--- src/rtl/stopwatch_pkg.sv ---
// Shared command codes for the stopwatch timer interface and the button
// front-end's mirror of the timer run state.
package stopwatch_pkg;

  typedef enum logic [1:0] {
    CTRL_NONE  = 2'd0,
    CTRL_START = 2'd1,
    CTRL_PAUSE = 2'd2,
    CTRL_STOP  = 2'd3
  } ctrl_e;

  typedef enum logic [1:0] {
    ST_IDLE   = 2'd0,
    ST_RUN    = 2'd1,
    ST_PAUSED = 2'd2
  } state_e;

endpackage

--- src/rtl/btn_debounce.sv ---
// Two-flop synchroniser, stable-level debounce counter and a one-cycle
// press pulse raised in the cycle whose closing edge flips the level 0->1.
module btn_debounce #(
  parameter int DEBOUNCE_CYCLES = 500_000,
  parameter int CNT_W           = 20
) (
  input  logic clk,
  input  logic rst,
  input  logic raw_in,
  output logic level,
  output logic press
);

  localparam logic [CNT_W-1:0] CNT_MAX = CNT_W'(DEBOUNCE_CYCLES - 1);

  logic             sync1_q, sync1_d;
  logic             sync2_q, sync2_d;
  logic             level_q, level_d;
  logic [CNT_W-1:0] cnt_q,   cnt_d;

  always_comb begin
    sync1_d = raw_in;
    sync2_d = sync1_q;
    level_d = level_q;
    cnt_d   = cnt_q;
    press   = 1'b0;
    if (sync2_q == level_q) begin
      cnt_d = '0;
    end else if (cnt_q == CNT_MAX) begin
      level_d = ~level_q;
      cnt_d   = '0;
      press   = ~level_q;
    end else begin
      cnt_d = cnt_q + 1'b1;
    end
  end

  always_ff @(posedge clk) begin
    if (rst) begin
      sync1_q <= 1'b0;
      sync2_q <= 1'b0;
      level_q <= 1'b0;
      cnt_q   <= '0;
    end else begin
      sync1_q <= sync1_d;
      sync2_q <= sync2_d;
      level_q <= level_d;
      cnt_q   <= cnt_d;
    end
  end

  assign level = level_q;

endmodule

--- src/rtl/stopwatch_ctrl.sv ---
// Button front-end for the stopwatch timer: debounces start/pause and stop,
// mirrors the timer run state and issues one-cycle ctrl commands.
module stopwatch_ctrl
  import stopwatch_pkg::*;
#(
  parameter int DEBOUNCE_CYCLES = 500_000,
  parameter int CNT_W           = 20,
  parameter bit BTN_ACTIVE_LOW  = 1'b0
) (
  input  logic       clk,
  input  logic       rst,
  input  logic       btn_start_pause,
  input  logic       btn_stop,
  output logic [1:0] ctrl,
  output logic       running,
  output logic       paused
);

  logic raw_sp, raw_stop;
  logic sp_level, stop_level;
  logic sp_press, stop_press;
  logic unused_levels;

  assign raw_sp   = BTN_ACTIVE_LOW ? ~btn_start_pause : btn_start_pause;
  assign raw_stop = BTN_ACTIVE_LOW ? ~btn_stop        : btn_stop;

  btn_debounce #(.DEBOUNCE_CYCLES(DEBOUNCE_CYCLES), .CNT_W(CNT_W)) u_db_sp (
    .clk    (clk),
    .rst    (rst),
    .raw_in (raw_sp),
    .level  (sp_level),
    .press  (sp_press)
  );

  btn_debounce #(.DEBOUNCE_CYCLES(DEBOUNCE_CYCLES), .CNT_W(CNT_W)) u_db_stop (
    .clk    (clk),
    .rst    (rst),
    .raw_in (raw_stop),
    .level  (stop_level),
    .press  (stop_press)
  );

  // Only the press pulses drive the FSM; the levels are kept for observability.
  assign unused_levels = sp_level ^ stop_level;

  state_e state_q, state_d;
  ctrl_e  ctrl_q,  ctrl_d;
  logic   running_q, running_d;
  logic   paused_q,  paused_d;

  always_comb begin
    state_d = state_q;
    ctrl_d  = CTRL_NONE;
    // Stop wins a same-cycle collision and swallows the start/pause press.
    if (stop_press) begin
      if (state_q != ST_IDLE) begin
        state_d = ST_IDLE;
        ctrl_d  = CTRL_STOP;
      end
    end else if (sp_press) begin
      if (state_q == ST_RUN) begin
        state_d = ST_PAUSED;
        ctrl_d  = CTRL_PAUSE;
      end else begin
        state_d = ST_RUN;
        ctrl_d  = CTRL_START;
      end
    end
    running_d = (state_d == ST_RUN);
    paused_d  = (state_d == ST_PAUSED);
  end

  always_ff @(posedge clk) begin
    if (rst) begin
      state_q   <= ST_IDLE;
      ctrl_q    <= CTRL_NONE;
      running_q <= 1'b0;
      paused_q  <= 1'b0;
    end else begin
      state_q   <= state_d;
      ctrl_q    <= ctrl_d;
      running_q <= running_d;
      paused_q  <= paused_d;
    end
  end

  assign ctrl    = ctrl_q;
  assign running = running_q;
  assign paused  = paused_q;

endmodule
--- config.mk ---
export PLATFORM = sky130hd
export DESIGN_NAME = stopwatch_ctrl
export DESIGN_NICKNAME = d
export VERILOG_FILES = /design/src/rtl/stopwatch_pkg.sv /design/src/rtl/btn_debounce.sv /design/src/rtl/stopwatch_ctrl.sv
export SDC_FILE = /design/constraint.sdc
export NUM_CORES = 1
export LEC_CHECK = 0
export ABC_AREA = 0
export CORE_AREA = 5 5 79 81
export CTS_BUF_LIST = sky130_fd_sc_hd__clkbuf_16
export DETAILED_ROUTE_END_ITERATION = 12
export DIE_AREA = 0 0 84 86
export PLACE_DENSITY = 0.67
export SYNTH_ARGS = -nofsm -noshare
export SYNTH_HDL_FRONTEND = slang
export SYNTH_HIERARCHICAL = 1
export SYNTH_SLANG_ARGS = --single-unit
--- constraint.sdc ---
create_clock -name clk -period 2.67 [get_ports clk]
set_clock_uncertainty 0.05 [all_clocks]
set_input_delay 0.4005 -clock clk [delete_from_list [all_inputs] [get_ports clk]]
set_output_delay 0.4005 -clock clk [all_outputs]
set_load 0.05 [all_outputs]
==> flow_summary.ini <==
[synthesis]
synth_top_cell_by_area = sky130_fd_sc_hd__dfxtp_1
synth-main-ff-cell = sky130_fd_sc_hd__dfxtp_1
most_frequent_cell_after_synthesis = sky130_fd_sc_hd__dfxtp_1
synth_cells = 250
postSynthNetCount = 256
count_of_flip_flops_with_a_built_in_enable_after_synthesis = 0
post_synthesis_register_bit_count = 52
synth.avg_cell_area_sq_um = 9.39
synthesis.area_sq_mm = 0.00235
synth.distinct_cells = 37
synthArstFlopShare = 0
synth_sequential_area_ratio = 0.443
yosysWarningCount = 6
synthTopCellsByCount = sky130_fd_sc_hd__dfxtp_1, sky130_fd_sc_hd__nor2_1, sky130_fd_sc_hd__xor2_1, sky130_fd_sc_hd__nand3_1, sky130_fd_sc_hd__nand4_1
synth.top_cell.area_share = 0.443
ys_top_cells_by_area = sky130_fd_sc_hd__dfxtp_1, sky130_fd_sc_hd__xor2_1, sky130_fd_sc_hd__nor2_1, sky130_fd_sc_hd__nand4_1, sky130_fd_sc_hd__xnor2_1

[routing]
routed-via-count = 1706
drc = 0
antenna_left = 0
drt_wl_total_um = 4010
dr.pass1.iters = 4
wl_per_cell_um = 12.1
vias_per_cell = 5.15
initialDrtViolationCount = 92

[setup_path]
crit_path_top_delay_cell = sky130_fd_sc_hd__dfxtp_1
path_cells = ha_1, and3_1, nand4_1, nor2_1, and3b_1, nor2_1, a2111oi_2
timing.critical_path.required_ns = 2.81
worst_setup_path_end_kind = flop
timing_worst_setup_path_type = reg -> reg
startpoint_type = flop
cp_data_arrival_time_ns = 2.37
slowest_delay_ns = 0.37
path_common_cell = sky130_fd_sc_hd__nor2_1
crit_fanout = 7

[floorplan]
core_sq_mm = 0.00541
die-height_um = 86
dieWidth_um = 84
fp-row-count = 27
ios = 8
floorplan.initialDensity = 0.434
design.die.area_sq_mm = 0.00722

[placement]
numPortBuffers = 7
gp_congestion = 0.736
detailedPlace.worstSlack_ns = 0.420
place_hpwl_um = 2770
dpl_cell_area_sq_mm = 0.00247
place_inst = 323

[sta]
timing.final.crit_share = 0.837
rsz0062_at_grt = no
report.final.slew_viol_count = 0
timing.final.setup_violations = 0
layout_min_cycle_time_ns = 2.23
timing_hold_violations_final = 0
worst_slew_margin_rel = 0.666
setup_ws_final_ns = 0.436
timing.setup.tns_ns = 0
max_clock_freq_mhz = 448
worstMarginPinSlew_ns = 0.500

[clocking]
clk_pin_slew_worst_paths_ns = 0.07
cts.root.buffer_cell = sky130_fd_sc_hd__clkbuf_16
postCtsResizedCells = 0
count_of_buffers_added_by_post_cts_timing_repair_for_setup = 0
clock-sinks = 52
clock_insertion_delay_worst_skew_ns = 0.29
cts_buffers = 5
h-tree-depth = 2
ctsHoldBuffers = 0
tritoncts = yes
clk_path_buf_depth = 2

[pwr]
cellLeakagePower_nw = 0.871
powerDensity_mw_per_mm2 = 576
irDropWorstVdd_mv = 0.403

[layout]
final_cells = 331
post-route-cell-area_sq_mm = 0.00264
post_route_cells_drive_above_1_share = 0.104
multi_input_area_sq_mm = 0.00124
syn2layout_area_growth_pct = 12.5
seqCellArea_sq_mm = 0.00104
n_antenna_cell = 0
final.fill_count = 524
finalNetCount = 264

[worst_hold_path]
hp-class = reg -> reg

[global_route]
antenna_found_initial = 0
grt_max_degree = 18
number_of_global_route_vias_before_repair = 1649
globalRoute.totalOverflow = 0
global_route_wire_length_before_repair_um = 7380
grt_usage = 0.123

[status]
run_status = complete, no violations

[run]
cap_viol_max_count = 0
[logic make-up (layout without fill, tap and decap cells)]
| family | Yosys count | in the layout | synth area share |
|---|---|---|---|
| AO/OA/AOI/OAI | 27 | 27 | 0.0799 |
| XOR/XNOR | 30 | 30 | 0.112 |
| adder cells (fa/ha/maj) | 2 | 2 | 0.0107 |
| buffers and inverters | 12 | 21 | 0.0293 |
| flip-flops | 52 | 52 | 0.443 |
| multiplexers | 2 | 2 | 0.00852 |
| AND/OR/NAND/NOR | 125 | 125 | 0.316 |
[sequential cells by signal, indices dropped and copies added, names as in the netlist]
| signal | flops |
|---|---|
| u_db_stop/sync1_q | 1 |
| u_db_sp/sync1_q | 1 |
| u_db_sp/level | 1 |
| paused | 1 |
| u_db_sp/cnt_q | 20 |
| u_db_stop/level | 1 |
| state_q | 2 |
| running | 1 |
| ctrl | 2 |
| u_db_sp/sync2_q | 1 |
| u_db_stop/sync2_q | 1 |
| u_db_stop/cnt_q | 20 |
[worst max-delay path: cells and delay by family, from the launching register on]
kind / cells / cell delay, ns
AND/OR/NAND/NOR: 5 / 1.18
adder cells (fa/ha/maj): 1 / 0.21
AO/OA/AOI/OAI: 1 / 0.32
flip-flops: 1 / 0.37
[report_power, final]
group | switching, W | internal (W) | total, W | leakage (nW)
clock network | 0.000278 | 0.000442 | 0.000720 | 0.0856
registers | 0.00000214 | 0.000779 | 0.000781 | 0.420
logic | 0.0000101 | 0.0000105 | 0.0000206 | 0.366
[per-stage QoR]
stage               power [W]  hold WS, ns  utilization
floorplan            0.000808        0.364            -
global placement     0.000820        0.369        0.458
detailed placement   0.000820        0.387        0.458
CTS                   0.00155        0.405        0.489
global route          0.00158        0.412        0.489
finish                0.00152        0.399        0.489
[layout make-up]
cell class | instances | share of cell area
Inverter | 3 | 0.00426
Timing Repair Buffer | 10 | 0.0351
Clock inverter | 3 | 0.0161
Multi-Input combinational cell | 186 | 0.469
Sequential cell | 52 | 0.394
Clock buffer | 5 | 0.0474
Tap cell | 72 | 0.0341
[cell usage in the layout (no fill, tap or decap), drive strengths merged, types with 6 or more instances in the layout]
cell type and count:
a21oi 9, and4 6, clkdlybuf4s50 7, dfxtp 52
nand2 13, nand2b 7, nand3 14, nand4 16
nor2 35, nor4b 6, or4 6, xnor2 9
xor2 21
[routing by layer]
layer	global-route usage	up-vias	routed length (um)
li1	-	909	-
met1	0.156	781	2030
met2	0.205	12	1840
met3	0.0346	4	84
met4	0.0395	0	46
met5	0	-	0
[path summary, 6_finish.rpt]
path                                from                          to  slack [ns]  cells after the start
max          u_db_sp/cnt_q[0]$_SDFF_PP0_       state_q[0]$_SDFF_PP0_        0.44                      7
min           u_db_sp/sync1_q$_SDFF_PP0_  u_db_sp/sync2_q$_SDFF_PP0_        0.40                      1
max reg2reg  u_db_sp/cnt_q[0]$_SDFF_PP0_       state_q[0]$_SDFF_PP0_        0.44                      7
min reg2reg   u_db_sp/sync1_q$_SDFF_PP0_  u_db_sp/sync2_q$_SDFF_PP0_        0.40                      1
No activity file was read; power rests on OpenSTA's default activity.
==> RTL edit 1, RTL diff (same settings) <==
Set the parameter `BTN_ACTIVE_LOW` to 1'b1 (it was 1'b0).
--- a/src/rtl/stopwatch_ctrl.sv
+++ b/src/rtl/stopwatch_ctrl.sv
@@ -6,5 +6,5 @@
   parameter int DEBOUNCE_CYCLES = 500_000,
   parameter int CNT_W           = 20,
-  parameter bit BTN_ACTIVE_LOW  = 1'b0
+  parameter bit BTN_ACTIVE_LOW  = 1'b1
 ) (
   input  logic       clk,
Formal check against the unedited RTL: no difference found for any inputs over 10 cycles, from zero or initial values and one cycle with rst high; that may be too few to reach the edited logic, so the function may still have changed.
==> RTL edit 1 against the unedited design <==
- worst setup slack worse by 0.010 ns
- total power decreased by 4.9%
- sequential cell count stayed put
- routed wire length decreased by 2.4%
- critical path type unchanged
- cell area fell by 0.85%
- cell count unchanged
- highest routed layer unchanged
- worst hold slack worse by 0.014 ns
- sequential share of layout area rose by 0.34 points
- synthesized cell count increased by 0.80%
- synthesized area rose by 0.32%
- count of clock-buffer cells in the layout unchanged
- first-iteration DRC count fell by 1.1%
==> RTL edit 1: results (changes against the unedited design) <==
stage;metric;value;unit;change
synth;synth_area_leaders;dfxtp_1 44%, xor2_1 7.8%, nor2_1 5.6%, nand4_1 3.7%, xnor2_1 3.3%;;was dfxtp_1 44%, xor2_1 7.8%, nor2_1 5.6%, nand4_1 3.7%, xnor2_1 3.4%
grt;grt_pass1_vias;1658;;was 1649
synth;synth_warnings;6;;unchanged
final_layout;nFillCells;549;;was 524
power_and_ir_drop;swShare;21.0;%;was 19.1%
detailed_routing;drt_iter0_drc;91;;was 92
final_layout;reg.largest.list;u_db_sp/cnt_q x20, u_db_stop/cnt_q x20;;unchanged
final_layout;nNonClkInverters;5;;was 3
grt;grt_usage;12.1;%;was 12.3%
detailed_routing;drtPass1Iterations;4;;unchanged
final_layout;multi_input_gates;186;;unchanged
timing;timing.hold.ws;0.385;ns;was 0.399 ns
grt;grt_max_degree;19;;was 18
detailed_routing;wl_per_cell;11.8;um;was 12.1 um
final_layout;clock_cell_area_share;5.83;%;was 6.35%
placement;gp_congestion;0.737;;was 0.736
final_layout;nonClkBufAreaFrac;2.96;%;was 3.51%
final_layout;diodes;0;;unchanged
grt;antenna_found_initial;0;;unchanged
placement;post-dp-hpwl;2.72;mm;was 2.77 mm
power_and_ir_drop;p_leak;0.860;nW;was 0.871 nW
hold_path;hp-class;flop to flop;;unchanged
final_layout;drive_above_1_share;10.0;%;was 10.4%
critical_path;crit_family;simple AND/OR/NAND/NOR gates;;unchanged
clocking;path_clk_slew;0.07;ns;about the same
detailed_routing;vias_per_cell;5.31;;was 5.15
clocking;htreeDepth;2;;unchanged
final_layout;nNonClkBuffers;8;;was 10
critical_path;r2r_start;u_db_sp/cnt_q[0];;unchanged
clocking;clock-root-buffer;clkbuf_16;;unchanged
critical_path;cp_slowest_cell;dfxtp_1;;unchanged
final_layout;sh_seq_area;39.8;%;was 39.4%
hold_path;min_from;u_db_stop/sync1_q;;was u_db_sp/sync1_q
synth;synth-seq-cells;52;;unchanged
synth;synthArstFlopShare;0;%;unchanged
power_and_ir_drop;p_comb;0.0203;mW;
grt;grt_pass1_wl;7.33;mm;was 7.38 mm
critical_path;r2r_slack;0.43;ns;
critical_path;cp_max_fo;7;;unchanged
power_and_ir_drop;p_seq;0.781;mW;about the same
timing;tns;0;ns;unchanged
hold_path;holdPathEnd;u_db_stop/sync2_q;;was u_db_sp/sync2_q
timing;slew_headroom;50.7;%;was 66.6%
critical_path;r2r_cells;7;;unchanged
timing;slew_viol_final;0;;unchanged
clocking;cts_setup_buffers;0;;unchanged
synth;synthTopCellsByCount;52 x dfxtp_1, 35 x nor2_1, 21 x xor2_1;;unchanged
clocking;numCtsBuffers;5;;unchanged
critical_path;reg2reg_to;state_q[0];;unchanged
power_and_ir_drop;ir_worst_vdd;0.000381;V;was 0.000403 V
run_status;outcome;finished clean;;unchanged
synth;seq_area_frac_synth;44.2;%;was 44.3%
[RTL edit 1: cell types whose count changed in the layout (fill, tap and decap cells not counted), sizes merged]
| cell | delta |
|---|---|
| inv | +1 |
| buf | -2 |
| clkinvlp | +1 |
| bufinv | -1 |
| clkinv | +1 |
[RTL edit 1: worst max path at each step]
stage,slack [ns],start,to,cells past startpoint
floorplan,0.68,u_db_sp/cnt_q[0],paused,9
global placement,0.54,u_db_sp/cnt_q[0],state_q[0],7
detailed placement,0.45,u_db_sp/cnt_q[0],state_q[0],7
CTS,0.41,u_db_sp/cnt_q[0],state_q[0],7
global route,0.17,u_db_sp/cnt_q[0],state_q[0],7
finish,0.43,u_db_sp/cnt_q[0],state_q[0],7
[RTL edit 1: kinds of logic (layout without fill, tap and decap cells)]
kind of cell / count (synthesis) / after routing / synth area share [%]
and+or+nand+nor: 125 / 125 / 31.5
AOI/OAI and AO/OA: 27 / 27 / 7.97
xor gates and xnor gates: 30 / 30 / 11.2
buffers and inverters: 14 / 21 / 3.24
muxes: 2 / 2 / 0.850
DFF: 52 / 52 / 44.2
adders and majority gates: 2 / 2 / 1.06
[RTL edit 1: per-layer routing]
layer	global-route usage [%]	share of wire, %	vias to the layer above
li1	-	-	905
met5	0	0	-
met3	2.88	2.3	4
met2	20.2	48	7
met1	15.3	49	841
met4	4.39	1.5	0
[RTL edit 1: stage by stage]
| stage | cells | setup slack [ns] | total power [mW] | area, um2 |
|---|---|---|---|---|
| 2_1_floorplan | 252 | 0.677 | 0.809 | 2360 |
| 3_3_place_gp | 323 | 0.539 | 0.819 | 2470 |
| 3_5_place_dp | 323 | 0.451 | 0.820 | 2470 |
| 4_1_cts | 331 | 0.405 | 1.48 | 2620 |
| 5_1_grt | 331 | 0.167 | 1.52 | 2620 |
| 6_report | 331 | 0.425 | 1.45 | 2620 |
==> RTL edit 2, RTL diff (config.mk and constraints unchanged) <==
Made on the original files. Add an input register stage for `btn_start_pause` and `btn_stop`, cleared by the reset; this delays them by one clock.
--- a/src/rtl/stopwatch_ctrl.sv
+++ b/src/rtl/stopwatch_ctrl.sv
@@ -17,4 +17,17 @@
 );
 
+  logic btn_start_pause_q;
+  logic btn_stop_q;
+
+  always_ff @(posedge clk) begin
+    if (rst) begin
+      btn_start_pause_q <= '0;
+      btn_stop_q        <= '0;
+    end else begin
+      btn_start_pause_q <= btn_start_pause;
+      btn_stop_q        <= btn_stop;
+    end
+  end
+
   logic raw_sp, raw_stop;
   logic sp_level, stop_level;
@@ -22,6 +35,6 @@
   logic unused_levels;
 
-  assign raw_sp   = BTN_ACTIVE_LOW ? ~btn_start_pause : btn_start_pause;
-  assign raw_stop = BTN_ACTIVE_LOW ? ~btn_stop        : btn_stop;
+  assign raw_sp   = BTN_ACTIVE_LOW ? ~btn_start_pause_q : btn_start_pause_q;
+  assign raw_stop = BTN_ACTIVE_LOW ? ~btn_stop_q      : btn_stop_q;
 
   btn_debounce #(.DEBOUNCE_CYCLES(DEBOUNCE_CYCLES), .CNT_W(CNT_W)) u_db_sp (
Formal check against the unedited RTL: no difference found for any inputs over 10 cycles, from zero or initial values and one cycle with rst high; that may be too few to reach the edited logic, so the function may still have changed.
==> RTL edit 2 against the unedited design <==
- largest power group unchanged
- core utilization up 0.56 points
- sequential cell count up 2
- total power down 5.7%
- synthesized cell count up 2.0%
- worst setup slack worse by 0.026 ns
- cell area up 1.1%
- routed wire length down 1.2%
- highest routed layer unchanged
- synthesized area up 2.5%
- global-route usage down 0.31 points
- critical path depth up 1
==> RTL edit 2: results (changes against the unedited design) <==
stage;metric;value;unit;change
placement;dpl-instance-area;2540;um2;was 2470 um2
final_layout;sh_seq_area;40.5;%;was 39.4%
timing;timing.hold.ws;0.395;ns;was 0.399 ns
final_layout;drive_above_1_share;10.6;%;was 10.4%
timing;worst_pin_slew;0.495;ns;was 0.500 ns
power_and_ir_drop;ir_worst_vdd;0.000285;V;was 0.000403 V
placement;gp_congestion;0.743;;was 0.736
critical_path;r2r_slack;0.41;ns;was 0.44 ns
critical_path;r2r_cells;8;;was 7
synth;synthMuxAreaShare;0.832;%;was 0.852%
final_layout;nNonClkBuffers;11;;was 10
synth;synth_cell_type_count;39;;was 37
final_layout;multi_input_gates;190;;was 186
placement;dp_slack;0.424;ns;was 0.420 ns
power_and_ir_drop;p_leak;0.878;nW;was 0.871 nW
final_layout;nonClkBufAreaFrac;3.75;%;was 3.51%
synth;synth_xor_xnor_area_share;10.9;%;was 11.2%
final_layout;seq_cells;54;;was 52
hold_path;holdPathEnd;u_db_stop/sync1_q;;was u_db_sp/sync2_q
placement;post-dp-hpwl;2.80;mm;was 2.77 mm
synth;synth_adder_area_share;1.04;%;was 1.07%
final_layout;nFillCells;531;;was 524
final_layout;multi_input_area;1260;um2;was 1240 um2
final_layout;clock_cell_area_share;5.06;%;was 6.35%
detailed_routing;totalWireLength;3.96;mm;was 4.01 mm
detailed_routing;vias_per_cell;5.34;;was 5.15
synth;seq_area_frac_synth;44.9;%;was 44.3%
synth;syn_nets;261;;was 256
final_layout;utilization;49.4;%;was 48.9%
critical_path;crit_end;state_q[1];;was state_q[0]
grt;grt_pass1_vias;1726;;was 1649
placement;placed_cells;329;;was 323
synth;synthTopCellsByCount;54 x dfxtp_1, 37 x nor2_1, 20 x xor2_1;;was 52 x dfxtp_1, 35 x nor2_1, 21 x xor2_1
final_layout;nNonClkInverters;2;;was 3
grt;grt_usage;12.0;%;was 12.3%
run_status;outcome;finished clean;;unchanged
synth;synth_compound_area_share;7.28;%;was 7.99%
## RTL edit 2: metal layers
metal,routed length (um),share of wire [%],vias up,track usage [%]
met3,91,2.3,4,2.59
met1,1940,49,856,15.1
met5,0,0,-,0
met4,29,0.73,0,3.95
met2,1900,48,12,20.5
li1,-,-,922,-
## RTL edit 2: where the power goes
| group | total (mW) | switching [mW] | internal, mW |
|---|---|---|---|
| Sequential | 0.811 | 0.00161 | 0.809 |
| Clock | 0.606 | 0.267 | 0.339 |
| Combinational | 0.0183 | 0.00847 | 0.00988 |
| Total | 1.44 | 0.277 | 1.16 |
## RTL edit 2: cell families after synthesis
logic type,Yosys count
and+or+nand+nor,131
DFF,54
xor gates and xnor gates,30
AOI/OAI and AO/OA,25
buffers and inverters,11
muxes,2
adders and majority gates,2
